File: config.mk
export PLATFORM = sky130hd
export DESIGN_NAME = pp_frame_sched_flat
export DESIGN_NICKNAME = d
export VERILOG_FILES = /design/src/rtl/pp_frame_sched_pkg.sv /design/src/rtl/pp_frame_sched_if.sv /design/src/rtl/pp_stage_hs.sv /design/src/rtl/pp_frame_sched.sv /design/src/flat_wrapper.sv
export SDC_FILE = /design/constraint.sdc
export NUM_CORES = 1
export LEC_CHECK = 0
export BUFFER_PORTS_ARGS = -buffer_cell sky130_fd_sc_hd__buf_2
export CAP_MARGIN = 5
export CORE_UTILIZATION = 41
export DETAILED_ROUTE_END_ITERATION = 8
export PLACE_DENSITY_LB_ADDON = 0.3
export REMOVE_ABC_BUFFERS = 1
export SYNTH_ARGS = -nofsm -noshare
export SYNTH_HDL_FRONTEND = slang
export SYNTH_SLANG_ARGS = --single-unit
File: constraint.sdc
create_clock -name ap_clk -period 2.7 [get_ports ap_clk]
set_input_delay 0.405 -clock ap_clk [delete_from_list [all_inputs] [get_ports ap_clk]]
set_output_delay 0.405 -clock ap_clk [all_outputs]
set_load 0.02 [all_outputs]
File: src/rtl/pp_frame_sched_pkg.sv
// Shared types and constants for the pre-processing frame scheduler.
// Holds the FSM state encoding, error codes, default dimension limits and the dimension range check.
package pp_frame_sched_pkg;

   typedef enum logic [2:0] {
      ST_IDLE,
      ST_CHECK,
      ST_START,
      ST_RUN,
      ST_DONE,
      ST_ERR
   } state_e;

   localparam logic [1:0] ERR_NONE    = 2'd0;
   localparam logic [1:0] ERR_DIM     = 2'd1;
   localparam logic [1:0] ERR_TIMEOUT = 2'd2;

   localparam int DEF_MAX_W = 3840;
   localparam int DEF_MAX_H = 2160;

   // Zero in any dimension, or a width/height beyond the limits, makes the frame unusable.
   function automatic logic dims_legal(input logic [31:0] in_h, input logic [31:0] in_w,
                                       input logic [31:0] out_h, input logic [31:0] out_w,
                                       input int max_w, input int max_h);
      logic nonzero;
      logic in_range;
      nonzero  = (in_h != 32'd0) && (in_w != 32'd0) && (out_h != 32'd0) && (out_w != 32'd0);
      in_range = (in_w <= 32'(max_w)) && (out_w <= 32'(max_w)) &&
                 (in_h <= 32'(max_h)) && (out_h <= 32'(max_h));
      return nonzero && in_range;
   endfunction

endpackage

File: src/rtl/pp_frame_sched_if.sv
// Bundle of configuration, stage handshake and status signals around the frame scheduler.
// The slave modport is the scheduler's view; the master modport is the surrounding system's view.
interface pp_frame_sched_if #(
   parameter int NUM_STAGES = 4
);
   logic                  cfg_valid;
   logic                  cfg_ready;
   logic [31:0]           cfg_in_h;
   logic [31:0]           cfg_in_w;
   logic [31:0]           cfg_out_h;
   logic [31:0]           cfg_out_w;
   logic [NUM_STAGES-1:0] stg_start;
   logic [NUM_STAGES-1:0] stg_ready;
   logic [NUM_STAGES-1:0] stg_done;
   logic [NUM_STAGES-1:0] stg_continue;
   logic [31:0]           dim_in_h;
   logic [31:0]           dim_in_w;
   logic [31:0]           dim_out_h;
   logic [31:0]           dim_out_w;
   logic [10:0]           dim_half_h;
   logic [10:0]           dim_half_w;
   logic                  busy;
   logic                  frame_done;
   logic                  err;
   logic [1:0]            err_code;
   logic [15:0]           frame_cnt;

   modport slave (
      input  cfg_valid, cfg_in_h, cfg_in_w, cfg_out_h, cfg_out_w, stg_ready, stg_done,
      output cfg_ready, stg_start, stg_continue, dim_in_h, dim_in_w, dim_out_h, dim_out_w,
             dim_half_h, dim_half_w, busy, frame_done, err, err_code, frame_cnt
   );

   modport master (
      output cfg_valid, cfg_in_h, cfg_in_w, cfg_out_h, cfg_out_w, stg_ready, stg_done,
      input  cfg_ready, stg_start, stg_continue, dim_in_h, dim_in_w, dim_out_h, dim_out_w,
             dim_half_h, dim_half_w, busy, frame_done, err, err_code, frame_cnt
   );
endinterface

File: src/rtl/pp_stage_hs.sv
// Per-stage start/done bookkeeping: raises start until the stage accepts it and remembers done.
// The *_nx outputs include this cycle's events so the controller can move on without an extra cycle.
module pp_stage_hs (
   input  logic clk_i,
   input  logic rst_ni,
   input  logic start_en_i,
   input  logic track_en_i,
   input  logic clr_i,
   input  logic stg_ready_i,
   input  logic stg_done_i,
   output logic stg_start_o,
   output logic started_nx_o,
   output logic done_nx_o
);

   logic started_q, started_d;
   logic done_q, done_d;

   assign stg_start_o  = start_en_i & ~started_q;
   assign started_nx_o = started_q | (stg_start_o & stg_ready_i);
   assign done_nx_o    = done_q | (track_en_i & stg_done_i);

   always_comb begin
      started_d = started_nx_o;
      done_d    = done_nx_o;
      if (clr_i) begin
         started_d = 1'b0;
         done_d    = 1'b0;
      end
   end

   always_ff @(posedge clk_i or negedge rst_ni) begin
      if (!rst_ni) begin
         started_q <= 1'b0;
         done_q    <= 1'b0;
      end else begin
         started_q <= started_d;
         done_q    <= done_d;
      end
   end

endmodule

File: src/rtl/pp_frame_sched.sv
// Frame scheduler: accepts and range-checks frame dimensions, then sequences start/done/continue
// across NUM_STAGES processes. Optional watchdog enabled by defining PP_FRAME_SCHED_TIMEOUT_EN.
module pp_frame_sched
   import pp_frame_sched_pkg::*;
#(
   parameter int NUM_STAGES = 4,
   parameter int MAX_W      = DEF_MAX_W,
   parameter int MAX_H      = DEF_MAX_H,
   parameter int TO_W       = 24
) (
   input  logic            ap_clk,
   input  logic            ap_rst_n,
   pp_frame_sched_if.slave ctl
);

   state_e                state_q, state_d;
   logic                  err_q, err_d;
   logic [1:0]            code_q, code_d;
   logic [15:0]           cnt_q, cnt_d;
   logic [31:0]           in_h_q, in_w_q, out_h_q, out_w_q;
   logic                  accept, in_start, in_track, clr_masks, legal, timeout;
   logic [NUM_STAGES-1:0] start_vec, started_nx, done_nx;

   assign accept    = (state_q == ST_IDLE) & ctl.cfg_valid;
   assign in_start  = (state_q == ST_START);
   assign in_track  = in_start | (state_q == ST_RUN);
   assign clr_masks = (state_q == ST_DONE) | (state_q == ST_ERR);
   assign legal     = dims_legal(in_h_q, in_w_q, out_h_q, out_w_q, MAX_W, MAX_H);

   for (genvar i = 0; i < NUM_STAGES; i++) begin : g_stage
      pp_stage_hs u_hs (
         .clk_i        (ap_clk),
         .rst_ni       (ap_rst_n),
         .start_en_i   (in_start),
         .track_en_i   (in_track),
         .clr_i        (clr_masks),
         .stg_ready_i  (ctl.stg_ready[i]),
         .stg_done_i   (ctl.stg_done[i]),
         .stg_start_o  (start_vec[i]),
         .started_nx_o (started_nx[i]),
         .done_nx_o    (done_nx[i])
      );
   end

`ifdef PP_FRAME_SCHED_TIMEOUT_EN
   // Fires on the cycle the counter reads 2^TO_W-2, so ERR is entered 2^TO_W-1 cycles after START.
   localparam logic [TO_W-1:0] WDOG_LAST = ~TO_W'(1);
   logic [TO_W-1:0] wdog_q, wdog_d;

   always_comb begin
      wdog_d = wdog_q;
      if (state_q == ST_CHECK) begin
         wdog_d = '0;
      end else if (in_track) begin
         wdog_d = wdog_q + 1'b1;
      end
   end

   always_ff @(posedge ap_clk or negedge ap_rst_n) begin
      if (!ap_rst_n) wdog_q <= '0;
      else           wdog_q <= wdog_d;
   end

   assign timeout = in_track & (wdog_q == WDOG_LAST);
`else
   logic unused_to_w;
   assign timeout     = 1'b0;
   assign unused_to_w = (TO_W != 0);
`endif

   always_comb begin
      state_d = state_q;
      err_d   = err_q;
      code_d  = code_q;
      cnt_d   = cnt_q;
      case (state_q)
         ST_IDLE: begin
            if (accept) begin
               state_d = ST_CHECK;
               err_d   = 1'b0;
               code_d  = ERR_NONE;
            end
         end
         ST_CHECK: begin
            if (legal) begin
               state_d = ST_START;
            end else begin
               state_d = ST_ERR;
               err_d   = 1'b1;
               code_d  = ERR_DIM;
            end
         end
         ST_START: begin
            if (timeout) begin
               state_d = ST_ERR;
               err_d   = 1'b1;
               code_d  = ERR_TIMEOUT;
            end else if (&started_nx) begin
               state_d = ST_RUN;
            end
         end
         // A frame that completes on the watchdog's last cycle is still treated as completed.
         ST_RUN: begin
            if (&done_nx) begin
               state_d = ST_DONE;
            end else if (timeout) begin
               state_d = ST_ERR;
               err_d   = 1'b1;
               code_d  = ERR_TIMEOUT;
            end
         end
         ST_DONE: begin
            state_d = ST_IDLE;
            cnt_d   = cnt_q + 16'd1;
         end
         default: state_d = ST_IDLE;
      endcase
   end

   always_ff @(posedge ap_clk or negedge ap_rst_n) begin
      if (!ap_rst_n) begin
         state_q <= ST_IDLE;
         err_q   <= 1'b0;
         code_q  <= ERR_NONE;
         cnt_q   <= 16'd0;
      end else begin
         state_q <= state_d;
         err_q   <= err_d;
         code_q  <= code_d;
         cnt_q   <= cnt_d;
      end
   end

   always_ff @(posedge ap_clk or negedge ap_rst_n) begin
      if (!ap_rst_n) begin
         in_h_q  <= 32'd0;
         in_w_q  <= 32'd0;
         out_h_q <= 32'd0;
         out_w_q <= 32'd0;
      end else if (accept) begin
         in_h_q  <= ctl.cfg_in_h;
         in_w_q  <= ctl.cfg_in_w;
         out_h_q <= ctl.cfg_out_h;
         out_w_q <= ctl.cfg_out_w;
      end
   end

   assign ctl.cfg_ready    = (state_q == ST_IDLE);
   assign ctl.busy         = (state_q != ST_IDLE);
   assign ctl.stg_start    = start_vec;
   assign ctl.stg_continue = {NUM_STAGES{state_q == ST_DONE}};
   assign ctl.frame_done   = (state_q == ST_DONE);
   assign ctl.err          = err_q;
   assign ctl.err_code     = code_q;
   assign ctl.frame_cnt    = cnt_q;
   assign ctl.dim_in_h     = in_h_q;
   assign ctl.dim_in_w     = in_w_q;
   assign ctl.dim_out_h    = out_h_q;
   assign ctl.dim_out_w    = out_w_q;
   assign ctl.dim_half_h   = in_h_q[11:1];
   assign ctl.dim_half_w   = in_w_q[11:1];

endmodule

File: src/flat_wrapper.sv
// flat-port wrapper written by rule: the top's interface ports become plain ports
module pp_frame_sched_flat import pp_frame_sched_pkg::*;
#(
   parameter int NUM_STAGES = 4,
   parameter int MAX_W      = DEF_MAX_W,
   parameter int MAX_H      = DEF_MAX_H,
   parameter int TO_W       = 24
)
  (ap_clk, ap_rst_n, ctl_cfg_valid, ctl_cfg_in_h, ctl_cfg_in_w, ctl_cfg_out_h, ctl_cfg_out_w, ctl_stg_ready, ctl_stg_done, ctl_cfg_ready, ctl_stg_start, ctl_stg_continue, ctl_dim_in_h, ctl_dim_in_w, ctl_dim_out_h, ctl_dim_out_w, ctl_dim_half_h, ctl_dim_half_w, ctl_busy, ctl_frame_done, ctl_err, ctl_err_code, ctl_frame_cnt);
  pp_frame_sched_if #(.NUM_STAGES(NUM_STAGES)) ctl_i ();
  input  logic ap_clk;
  input  logic ap_rst_n;
  input wire logic [$bits(ctl_i.cfg_valid)-1:0] ctl_cfg_valid;
  input wire logic [$bits(ctl_i.cfg_in_h)-1:0] ctl_cfg_in_h;
  input wire logic [$bits(ctl_i.cfg_in_w)-1:0] ctl_cfg_in_w;
  input wire logic [$bits(ctl_i.cfg_out_h)-1:0] ctl_cfg_out_h;
  input wire logic [$bits(ctl_i.cfg_out_w)-1:0] ctl_cfg_out_w;
  input wire logic [$bits(ctl_i.stg_ready)-1:0] ctl_stg_ready;
  input wire logic [$bits(ctl_i.stg_done)-1:0] ctl_stg_done;
  output wire logic [$bits(ctl_i.cfg_ready)-1:0] ctl_cfg_ready;
  output wire logic [$bits(ctl_i.stg_start)-1:0] ctl_stg_start;
  output wire logic [$bits(ctl_i.stg_continue)-1:0] ctl_stg_continue;
  output wire logic [$bits(ctl_i.dim_in_h)-1:0] ctl_dim_in_h;
  output wire logic [$bits(ctl_i.dim_in_w)-1:0] ctl_dim_in_w;
  output wire logic [$bits(ctl_i.dim_out_h)-1:0] ctl_dim_out_h;
  output wire logic [$bits(ctl_i.dim_out_w)-1:0] ctl_dim_out_w;
  output wire logic [$bits(ctl_i.dim_half_h)-1:0] ctl_dim_half_h;
  output wire logic [$bits(ctl_i.dim_half_w)-1:0] ctl_dim_half_w;
  output wire logic [$bits(ctl_i.busy)-1:0] ctl_busy;
  output wire logic [$bits(ctl_i.frame_done)-1:0] ctl_frame_done;
  output wire logic [$bits(ctl_i.err)-1:0] ctl_err;
  output wire logic [$bits(ctl_i.err_code)-1:0] ctl_err_code;
  output wire logic [$bits(ctl_i.frame_cnt)-1:0] ctl_frame_cnt;
  assign ctl_i.cfg_valid = ctl_cfg_valid;
  assign ctl_i.cfg_in_h = ctl_cfg_in_h;
  assign ctl_i.cfg_in_w = ctl_cfg_in_w;
  assign ctl_i.cfg_out_h = ctl_cfg_out_h;
  assign ctl_i.cfg_out_w = ctl_cfg_out_w;
  assign ctl_i.stg_ready = ctl_stg_ready;
  assign ctl_i.stg_done = ctl_stg_done;
  assign ctl_cfg_ready = ctl_i.cfg_ready;
  assign ctl_stg_start = ctl_i.stg_start;
  assign ctl_stg_continue = ctl_i.stg_continue;
  assign ctl_dim_in_h = ctl_i.dim_in_h;
  assign ctl_dim_in_w = ctl_i.dim_in_w;
  assign ctl_dim_out_h = ctl_i.dim_out_h;
  assign ctl_dim_out_w = ctl_i.dim_out_w;
  assign ctl_dim_half_h = ctl_i.dim_half_h;
  assign ctl_dim_half_w = ctl_i.dim_half_w;
  assign ctl_busy = ctl_i.busy;
  assign ctl_frame_done = ctl_i.frame_done;
  assign ctl_err = ctl_i.err;
  assign ctl_err_code = ctl_i.err_code;
  assign ctl_frame_cnt = ctl_i.frame_cnt;
  pp_frame_sched #(.NUM_STAGES(NUM_STAGES), .MAX_W(MAX_W), .MAX_H(MAX_H), .TO_W(TO_W)) u_core (.ap_clk(ap_clk), .ap_rst_n(ap_rst_n), .ctl(ctl_i));
endmodule
==> impl_metrics.py, run 1 <==
metrics = {
    "timing": {
        "relSlewSlack": 0.564,
        "rsz0062_at_grt": "false",
        "drv_slew": 0,
        "tightest_slew_ps": 654,
        "setup_viol": 0,
        "timing.fmax_mhz": 398,
        "fin_tns_setup_ps": 0,
        "fin_skew_ps": 9.15,
        "fin_crit_sh": 0.931,
        "min_period_ps": 2510,
        "finalHoldViolCount": 0,
    },
    "power_and_ir_drop": {
        "p_sw_frac": 0.409,
        "p_leak_uw": 0.00427,
        "irDropWorstVdd_v": 0.000748,
        "p_seq_frac": 0.372,
        "switching_power_uw": 4790,
        "power_uw": 11700,
        "power_density_mw_per_mm2": 1320,
        "clockPowerShare": 0.205,
        "combPwrFrac": 0.423,
        "intPower_uw": 6930,
    },
    "setup_path": {
        "critPathRequiredTime_ps": 2300,
        "reg2reg_to": "u_core.state_q[0]$_DFFE_PN0P_",
        "r2r_start": "u_core.ctl.dim_in_h[8]$_DFFE_PN0P_",
        "path_max_fanout": 16,
        "critPathKind": "register to output port",
        "end_kind": "output port",
        "critPathLaunch": "u_core.state_q[1]$_DFFE_PN0P_",
        "reg2reg_depth": 5,
        "arrival_ps": 2110,
        "crit_path_start_kind": "register",
        "rrSetupSlack_ps": 420,
    },
    "clock_tree": {
        "clk_latency_ps": 420,
        "post-cts-setup-buffer-count": 0,
        "cts.sinks": 156,
        "clockBufferDepth": 2,
        "cts_tree": "yes",
        "numCtsBuffers": 17,
        "cts_resized": 0,
        "clockRootBuffer": "clkbuf_16",
        "cts.clk_slew.worst_paths_ps": 60,
        "htree_levels": 4,
    },
    "floorplan": {
        "die_w_um": 129,
        "chipHeight_um": 129,
        "core_mm2": 0.0158,
        "start_util": 0.418,
        "rows": 46,
        "dieArea_mm2": 0.0166,
        "io_pins": 319,
    },
    "synthesis": {
        "synth.most_common_cell": "dfrtp_1",
        "ys_warn_count": 0,
        "synth_common_cells": "dfrtp_1, mux2_2, buf_4",
        "ys.flop_type": "dfrtp_1",
        "yosys.area.top_type": "dfrtp_1",
        "synthDominantCellAreaShare": 0.591,
        "synth_async_sr_flop_share": 1.00,
        "netlist_area_mm2": 0.00661,
        "synth-seq-cells": 156,
        "syn_avg_cell_area_um2": 13.7,
        "yosysUniqueCellTypes": 35,
        "synth_edf_count": 0,
        "synth.area.top_cells": "dfrtp_1, mux2_2, buf_4",
        "synthCells": 481,
        "yosysSeqAreaShare": 0.591,
    },
    "grt": {
        "grt_pass1_vias": 5057,
        "grt_first_pass_wirelength_um": 25900,
        "grt_overflow": 0,
        "antenna_found_initial": 0,
        "grt_start_max_net_pins": 71,
        "grt_usage": 0.208,
    },
    "routing": {
        "ant_nets": 0,
        "highest_layer": "met4",
        "met3WireLength_um": 1180,
        "drt_drc_violations_left": 0,
        "wl_um": 17300,
        "dr_wl_met2_um": 9010,
        "first_pass_iters": 4,
        "m1WireLength_um": 6870,
        "vias_per_cell": 4.97,
        "wl_per_cell_um": 17.2,
        "vias": 5003,
        "initialDrtViolationCount": 122,
    },
    "layout": {
        "drive_gt1_frac": 0.628,
        "fillers": 1394,
        "n_antenna_cell": 0,
        "synthToLayoutAreaGrowth_pct": 33.9,
        "utilization": 0.559,
        "seq_area_mm2": 0.00390,
        "layoutNonFillerInstCount": 1006,
        "multi_input_area_mm2": 0.00237,
        "final_nets": 918,
    },
    "placed_design": {
        "hpwlAfterDp_um": 13500,
        "io_buffers": 317,
        "gp_congestion": 0.838,
        "place_inst": 974,
    },
    "min_path": {
        "hp-class": "input pin to register",
        "whs_path_depth": 2,
        "hold_path_startpoint": "ctl_cfg_out_w[26]",
        "hold_end": "u_core.ctl.dim_out_w[26]$_DFFE_PN0P_",
    },
    "outcome": {
        "status": "complete, no violations",
    },
    "flow_run": {
        "max-cap-violations": 0,
    },
}
repair_timing:
action	CTS	global route
hold buffers	1	0
endpoints found under the setup margin	0	0
hold endpoints to repair	14	0
worst max path at each step:
stage / endpoint / slack (ps) / cells past startpoint
after floorplan: u_core.ctl.dim_in_h[0]$_DFFE_PN0P_ / -2090 / 3
after global placement: u_core.state_q[0]$_DFFE_PN0P_ / 490 / 5
after detailed placement: u_core.state_q[0]$_DFFE_PN0P_ / 440 / 5
after CTS: ctl_stg_start[1] / 180 / 4
after global routing: ctl_stg_start[1] / 80 / 4
final: ctl_stg_start[1] / 190 / 4
routing by layer:
metal / global-route usage / vias to the layer above
met4: 0.0810 / 0
met2: 0.364 / 211
met1: 0.239 / 2462
li1: - / 2310
met5: 0 / -
met3: 0.0640 / 20
sequential cells by signal, indices dropped and copies added, names as in the netlist:
name                           count
u_core.ctl.err_code                1
u_core.state_q                     3
u_core.g_stage.u_hs.done_q         4
u_core.ctl.dim_out_w              32
u_core.ctl.frame_cnt              16
u_core.ctl.dim_in_h               32
u_core.g_stage.u_hs.started_q      4
u_core.ctl.dim_out_h              32
u_core.ctl.dim_in_w               32
power by group through the flow:
stage	registers (uW)	clock network, uW	logic [uW]
floorplan	5750	0	1700
global placement	4310	0	4940
detailed placement	4400	0	5020
CTS	4360	2450	5030
global route	4520	2540	5290
finish	4360	2400	4960
placed cells by master (no fill, tap or decap), drive strengths merged, types with 2 or more instances in the layout:
master / netlist / final
a21oi: 11 / 11
and3: 6 / 6
buf: 47 / 326
bufinv: 0 / 2
clkbuf: 2 / 21
clkinv: 0 / 6
dfrtp: 156 / 156
inv: 4 / 5
mux2: 129 / 129
nand2: 17 / 17
nand3: 7 / 7
nand4: 12 / 12
nor2: 9 / 9
nor2b: 2 / 2
nor3: 2 / 2
nor4: 33 / 33
o21ai: 9 / 9
o22ai: 5 / 5
or3: 2 / 2
or4: 2 / 2
xnor2: 10 / 10
xor2: 5 / 5
area by class of cell:
cell class | count | area share
Inverter | 4 | 0.00170
Timing Repair Buffer | 327 | 0.192
Tap cell | 216 | 0.0305
Sequential cell | 156 | 0.441
Clock inverter | 10 | 0.0129
Multi-Input combinational cell | 272 | 0.268
Clock buffer | 21 | 0.0543
worst max-delay path, stage by stage (launching register included):
cell and delay [ps]:
dfrtp_1 640, inv_1 260, or3_1 480, nor2_1 140
buf_2 180
kinds of logic (layout without fill, tap and decap cells):
kind of cell | count (synthesis) | count (layout) | synth area share
other cells | 1 | 1 | 0.000567
compound gates | 31 | 31 | 0.0274
flops | 156 | 156 | 0.591
mux | 129 | 129 | 0.220
fa+ha+maj | 1 | 1 | 0.00189
xor+xnor | 15 | 15 | 0.0199
buf+inv | 53 | 362 | 0.0511
simple gates | 95 | 95 | 0.0888
metrics by stage:
| step | instance area [um2] | setup WS, ps | hold WS [ps] |
|---|---|---|---|
| 2_1_floorplan | 6290 | -2090 | 109 |
| 3_3_place_gp | 8250 | 490 | 433 |
| 3_5_place_dp | 8250 | 435 | 449 |
| 4_1_cts | 8850 | 179 | 192 |
| 5_1_grt | 8850 | 77.8 | 198 |
| 6_report | 8850 | 186 | 214 |
(Power assumes the default switching activity.)
==> inputs of run 2 (changes only) <==
- ABC_AREA: default -> 1
- MAX_ROUTING_LAYER: default -> met4
- SYNTH_HIERARCHICAL: default -> 1
==> run 2 against run 1 <==
Against the previous run: maximum frequency up 25%; non-clock buffer count is 5 lower; critical path type unchanged; global-route usage is 1.7 points higher; utilization decreased by 0.37 points; combinational power increased by 4.4%; sequential share of layout area shrank 1.7 points; highest routed layer unchanged; setup slack improved by 510 ps; synthesized cell count grew 80%; critical endpoint is now ctl_stg_start[2]; synthesized area increased by 5.6%.
==> impl_metrics.py, run 2 <==
metrics = {
    "grt": {
        "grt_overflow": 0,
        "grt_first_pass_wirelength_um": 30200,
        "grt_pass1_vias": 6064,
        "grt_usage": 0.225,
        "antenna_found_initial": 0,
        "grt_start_max_net_pins": 169,
    },
    "power_and_ir_drop": {
        "switching_power_uw": 5320,
        "p_sw_frac": 0.449,
        "p_leak_uw": 0.00526,
        "p_seq_frac": 0.355,
        "intPower_uw": 6540,
        "power_density_mw_per_mm2": 1290,
        "combPwrFrac": 0.437,
        "power_uw": 11900,
        "irDropWorstVdd_v": 0.000606,
        "clockPowerShare": 0.208,
    },
    "timing": {
        "setup_viol": 0,
        "drv_slew": 0,
        "rsz0062_at_grt": "false",
        "finalHoldViolCount": 0,
        "fin_crit_sh": 0.742,
        "min_period_ps": 2000,
        "fin_skew_ps": 8.14,
        "timing.fmax_mhz": 499,
        "relSlewSlack": 0.394,
        "tightest_slew_ps": 909,
    },
    "floorplan": {
        "start_util": 0.421,
        "core_mm2": 0.0166,
        "die_w_um": 133,
        "rows": 47,
        "chipHeight_um": 133,
        "io_pins": 319,
        "dieArea_mm2": 0.0176,
    },
    "placed_design": {
        "place_inst": 1352,
        "io_buffers": 317,
        "place_area_mm2": 0.00860,
        "hpwlAfterDp_um": 13500,
        "gp_congestion": 0.806,
    },
    "layout": {
        "final_cell_mix": "nand2_1, buf_2, dfrtp_1, nor2_1, inv_1",
        "drive_gt1_frac": 0.315,
        "layoutNonFillerInstCount": 1384,
        "layout_commonest_cell": "nand2_1",
        "n_antenna_cell": 0,
        "synthToLayoutAreaGrowth_pct": 31.9,
        "finish.instance_area_mm2": 0.00921,
        "final_nets": 1291,
    },
    "synthesis": {
        "yosysSeqAreaShare": 0.559,
        "synth-seq-cells": 156,
        "synth.most_common_cell": "nand2_1",
        "synthCells": 865,
        "synth_edf_count": 0,
        "synth.area.top_cells": "dfrtp_1, nand2_1, nor2_1",
        "ys_warn_count": 6,
        "syn_avg_cell_area_um2": 8.07,
        "ys.flop_type": "dfrtp_1",
        "yosysUniqueCellTypes": 31,
        "synth_common_cells": "nand2_1, dfrtp_1, nor2_1",
        "netlist_area_mm2": 0.00698,
        "synthDominantCellAreaShare": 0.559,
        "yosys.area.top_type": "dfrtp_1",
        "synth_async_sr_flop_share": 1.00,
    },
    "clock_tree": {
        "cts_tree": "yes",
        "ctsHoldBuffers": 0,
        "post-cts-setup-buffer-count": 0,
        "htree_levels": 4,
        "cts.clk_slew.worst_paths_ps": 60,
        "clk_latency_ps": 420,
        "cts_resized": 0,
        "cts.sinks": 156,
        "clockRootBuffer": "clkbuf_16",
        "numCtsBuffers": 17,
        "clockBufferDepth": 2,
    },
    "routing": {
        "vias": 6350,
        "initialDrtViolationCount": 332,
        "drt_drc_violations_left": 0,
        "first_pass_iters": 6,
        "ant_nets": 0,
        "wl_per_cell_um": 13.4,
        "wl_um": 18600,
        "vias_per_cell": 4.59,
    },
    "outcome": {
        "status": "complete, no violations",
    },
    "setup_path": {
        "critPathKind": "register to output port",
        "critPathRequiredTime_ps": 2300,
        "crit_path_start_kind": "register",
        "path_max_fanout": 9,
        "arrival_ps": 1600,
        "end_kind": "output port",
    },
    "min_path": {
        "hp-class": "input pin to async pin",
    },
    "flow_run": {
        "max-cap-violations": 0,
    },
}
==> run 2: kinds of logic (layout without fill, tap and decap cells) <==
kind of cell	count (synthesis)	in the layout	share of synthesized area
AND/OR/NAND/NOR	513	513	0.294
AO/OA/AOI/OAI	54	54	0.0412
buffers and inverters	125	424	0.0849
XOR/XNOR	15	15	0.0188
adder cells (fa/ha/maj)	1	1	0.00179
flip-flops	156	156	0.559
other	1	1	0.000537
==> run 2: final cells by class <==
cell class              instances  area, um2
multi-input cells             584       2490
clock inverters                12        161
inverters                      70        265
flip-flops and latches        156       3900
well taps                     220        275
repair buffers                322       1670
fillers                      1571       7370
clock buffers                  20        447
==> run 2: stage by stage <==
step	util	setup TNS, ps	setup WS (ps)	hold slack [ps]
after global placement	0.519	0	973	454
final	0.555	0	696	45.6
after floorplan	-	-308500	-2850	109
after detailed placement	0.519	0	892	477
after global routing	0.555	0	567	166
after CTS	0.555	0	674	154
==> run 2: path summary, 6_finish.rpt <==
path	start	end	slack, ps	cells past startpoint
max in group asynchronous	ap_rst_n	u_core/g_stage[1].u_hs/started_q$_DFF_PN0_	1920	2
worst max register to register	u_core/state_q[0]$_DFFE_PN0P_	u_core/ctl.dim_out_h[1]$_DFFE_PN0P_	870	5
worst min register to register	u_core/ctl.frame_cnt[15]$_DFFE_PN0P_	u_core/ctl.frame_cnt[15]$_DFFE_PN0P_	490	1
min in group ap_clk	ctl_cfg_out_w[21]	u_core/ctl.dim_out_w[21]$_DFFE_PN0P_	180	3
worst max-delay path	u_core/state_q[0]$_DFFE_PN0P_	ctl_stg_start[2]	700	5
worst min-delay path	ap_rst_n	u_core/ctl.frame_cnt[4]$_DFFE_PN0P_	50	2
==> run 2: power by group through the flow <==
stage / clock (uW) / combinational (uW) / sequential (uW)
after floorplan: 0 / 1990 / 5480
after global placement: 0 / 5130 / 4230
after detailed placement: 0 / 5220 / 4250
after CTS: 2540 / 5230 / 4220
after global routing: 2640 / 5710 / 4370
final: 2470 / 5180 / 4210
==> run 2: routing by layer <==
layer,global-route usage,share of wire
met1,0.280,0.44
met2,0.361,0.48
met3,0.0471,0.054
met4,0.0875,0.023
met5,-,0
==> run 2: worst max-delay path, stage by stage (launching register included) <==
cell,delay [ps]
dfrtp_1,460
nor3_1,210
buf_4,190
inv_1,50
nor2_1,100
buf_2,180
==> inputs of run 3 (changes only) <==
- ABC_AREA: 1 -> 0
- clock period: 2.7 -> 1.85 ns (I/O delays scaled with it)
==> run 3 against run 2 <==
Against the previous run: the flow now finishes with violations (negative setup slack); sequential cell count is the same; utilization up 4.7 points; clock skew grew 0.81 ps; synthesized cell count is 14% lower; critical path depth unchanged; first-iteration DRC count is 8.7% lower; cell area up 4.0%; hold slack worse by 1.4 ps; clock-buffer cell count up 1; non-clock buffer count grew 71.
==> impl_metrics.py, run 3 <==
metrics = {
    "timing": {
        "fin_tns_setup_ps": -539,
        "tightest_slew_ps": 515,
        "timing.fmax_mhz": 498,
        "relSlewSlack": 0.656,
        "fin_skew_ps": 8.95,
        "drv_slew": 0,
        "timing.final.ws_setup_ps": -158,
        "rsz0062_at_grt": "true",
        "finalHoldViolCount": 0,
        "min_period_ps": 2010,
        "fin_crit_sh": 1.09,
        "setup_viol": 8,
    },
    "grt": {
        "grt_start_max_net_pins": 53,
        "antenna_found_initial": 1,
        "grt_pass1_vias": 5674,
        "grt_usage": 0.235,
        "grt_first_pass_wirelength_um": 28900,
        "grt_overflow": 0,
    },
    "floorplan": {
        "dieArea_mm2": 0.0168,
        "die_w_um": 130,
        "chipHeight_um": 130,
        "core_mm2": 0.0159,
        "io_pins": 319,
        "start_util": 0.421,
        "rows": 46,
    },
    "power_and_ir_drop": {
        "p_seq_frac": 0.339,
        "intPower_uw": 10200,
        "combPwrFrac": 0.460,
        "switching_power_uw": 7650,
        "p_sw_frac": 0.429,
        "irDropWorstVdd_v": 0.000926,
        "p_leak_uw": 0.00548,
        "power_density_mw_per_mm2": 1860,
        "clockPowerShare": 0.201,
    },
    "routing": {
        "first_pass_iters": 4,
        "initialDrtViolationCount": 303,
        "vias_per_cell": 4.71,
        "wl_um": 19000,
        "vias": 6232,
        "drt_drc_violations_left": 0,
        "wl_per_cell_um": 14.4,
        "ant_nets": 0,
    },
    "clock_tree": {
        "htree_levels": 4,
        "numCtsBuffers": 17,
        "clockBufferDepth": 2,
        "clockRootBuffer": "clkbuf_16",
        "clk_latency_ps": 420,
        "cts.sinks": 156,
        "cts_tree": "yes",
        "cts.clk_slew.worst_paths_ps": 60,
    },
    "synthesis": {
        "synthMuxAreaShare": 0.00169,
        "syn_avg_cell_area_um2": 9.03,
        "synth.most_common_cell": "nand2_1",
        "yosysUniqueCellTypes": 37,
        "ys.flop_type": "dfrtp_1",
        "synth_edf_count": 0,
        "netlist_area_mm2": 0.00668,
        "synthAdderAreaFrac": 0.00187,
        "synthCells": 740,
        "yosys.area.top_type": "dfrtp_1",
        "synthDominantCellAreaShare": 0.584,
        "yosys.area_share.simple": 0.309,
        "synth_async_sr_flop_share": 1.00,
        "synth_compound_area_frac": 0.0283,
        "synth-seq-cells": 156,
        "synth.area.top_cells": "dfrtp_1, nand2_1, buf_4",
        "yosysSeqAreaShare": 0.584,
        "synth_common_cells": "nand2_1, dfrtp_1, nor4_1",
        "synth_xor_area_frac": 0.0197,
        "ys_warn_count": 6,
        "synth_top_family_by_area": "simple AND/OR/NAND/NOR gates",
    },
    "setup_path": {
        "critPathTopFamily": "simple AND/OR/NAND/NOR gates",
        "critPathRequiredTime_ps": 2130,
        "crit_path_start_kind": "register",
        "critPathSlowestCell": "or4_4",
        "end_kind": "register",
        "cpPeakStageDelay_ps": 630,
        "path_buf_inv": 0,
        "path_cells": "nor4_4, nand4_1, or4_4, a2111oi_4, a21oi_1",
        "arrival_ps": 2290,
        "critPathKind": "register to register",
        "path_max_fanout": 3,
    },
    "layout": {
        "final_cell_mix": "nand2_1, buf_2, dfrtp_1, buf_4, nor4_1",
        "utilization": 0.603,
        "synthToLayoutAreaGrowth_pct": 43.3,
        "finish.instance_area_mm2": 0.00958,
        "fillers": 1423,
        "layout_commonest_cell": "nand2_1",
        "drive_gt1_frac": 0.407,
        "final_nets": 1233,
    },
    "placed_design": {
        "hpwlAfterDp_um": 14200,
        "place_area_mm2": 0.00885,
        "dp_slack_ps": -312,
        "gp_congestion": 0.835,
        "io_buffers": 317,
    },
    "flow_run": {
        "max-cap-violations": 0,
    },
    "outcome": {
        "violations": "negative setup slack",
        "status": "finished, violations left",
    },
    "min_path": {
        "hp-class": "input pin to register",
    },
}
## run 3: cell types whose count changed after synthesis, sizes merged, moves of 8 or more
| cell | delta |
|---|---|
| nor2 | -81 |
| o21ai | -38 |
| nor4 | +32 |
| a21o | +9 |
| a21oi | -8 |
| inv | -66 |
| nor2b | +14 |
## run 3: layout make-up
| cell class | instances | area, um2 | share of cell area |
|---|---|---|---|
| Timing Repair Buffer | 393 | 2260 | 0.236 |
| Clock buffer | 21 | 470 | 0.0491 |
| Tap cell | 216 | 270 | 0.0282 |
| Sequential cell | 156 | 3900 | 0.408 |
| Multi-Input combinational cell | 521 | 2520 | 0.263 |
| Antenna cell | 1 | 2.50 | 0.000261 |
| Inverter | 4 | 15.0 | 0.00157 |
| Clock inverter | 11 | 141 | 0.0148 |
## run 3: layer usage
layer  wire length [um]  vias up  part of all wire  global-route usage
li1                   -     3056                 -                   -
met1               8000     2908              0.42               0.284
met2               9570      240              0.50               0.390
met3               1080       28             0.057              0.0495
met4                352        0             0.019              0.0834
met5                  0        -                 0                   -
## run 3: what timing repair did
action / 4_1_cts / 5_1_grt
hold buffers: 1 / 0
setup buffers: 1 / 0
endpoints found under the hold margin: 46 / 0
pin swaps: 8 / 5
setup endpoints to repair: 13 / 14
resized for setup: 7 / 9
## run 3: worst min-delay path, delay by kind of cell
family | cells | cell delay (ps)
AND/OR/NAND/NOR | 2 | 80
buffers and inverters | 1 | 70
## run 3: kinds of logic after synthesis
logic type / after synthesis
flops: 156
mux: 1
simple gates: 479
compound gates: 24
fa+ha+maj: 1
xor+xnor: 15
other cells: 1
buf+inv: 63
## run 3: power groups by stage
stage | registers, uW | logic (uW) | clock network [uW]
after floorplan | 7970 | 2320 | 0
after global placement | 5950 | 8100 | 0
after detailed placement | 6020 | 8160 | 0
after CTS | 5980 | 8240 | 3660
after global routing | 6270 | 8910 | 3820
final | 6050 | 8200 | 3580
## run 3: worst paths after layout
check / start / end / slack [ps] / cells past startpoint
hold reg to reg: u_core/ctl.frame_cnt[15]$_DFFE_PN0P_ / u_core/ctl.frame_cnt[15]$_DFFE_PN0P_ / 480 / 1
max in group asynchronous: ap_rst_n / u_core/ctl.dim_out_h[24]$_DFFE_PN0P_ / 850 / 3
setup / recovery: u_core/ctl.dim_in_w[22]$_DFFE_PN0P_ / u_core/ctl.err_code[0]$_DFFE_PN0P_ / -160 / 5
hold / removal: ctl_cfg_out_w[16] / u_core/ctl.dim_out_w[16]$_DFFE_PN0P_ / 40 / 3
min in group asynchronous: ap_rst_n / u_core/ctl.dim_out_h[1]$_DFFE_PN0P_ / 400 / 2
setup reg to reg: u_core/ctl.dim_in_w[22]$_DFFE_PN0P_ / u_core/ctl.err_code[0]$_DFFE_PN0P_ / -160 / 5
## run 3: per-stage QoR
stage / cells / power, uW / hold slack [ps]
after global routing: 1323 / 19000 / 30.9
final: 1323 / 17800 / 44.1
after CTS: 1322 / 17900 / 27.7
after floorplan: 681 / 10300 / -18.1
after detailed placement: 1288 / 14200 / 271
after global placement: 1288 / 14100 / 272
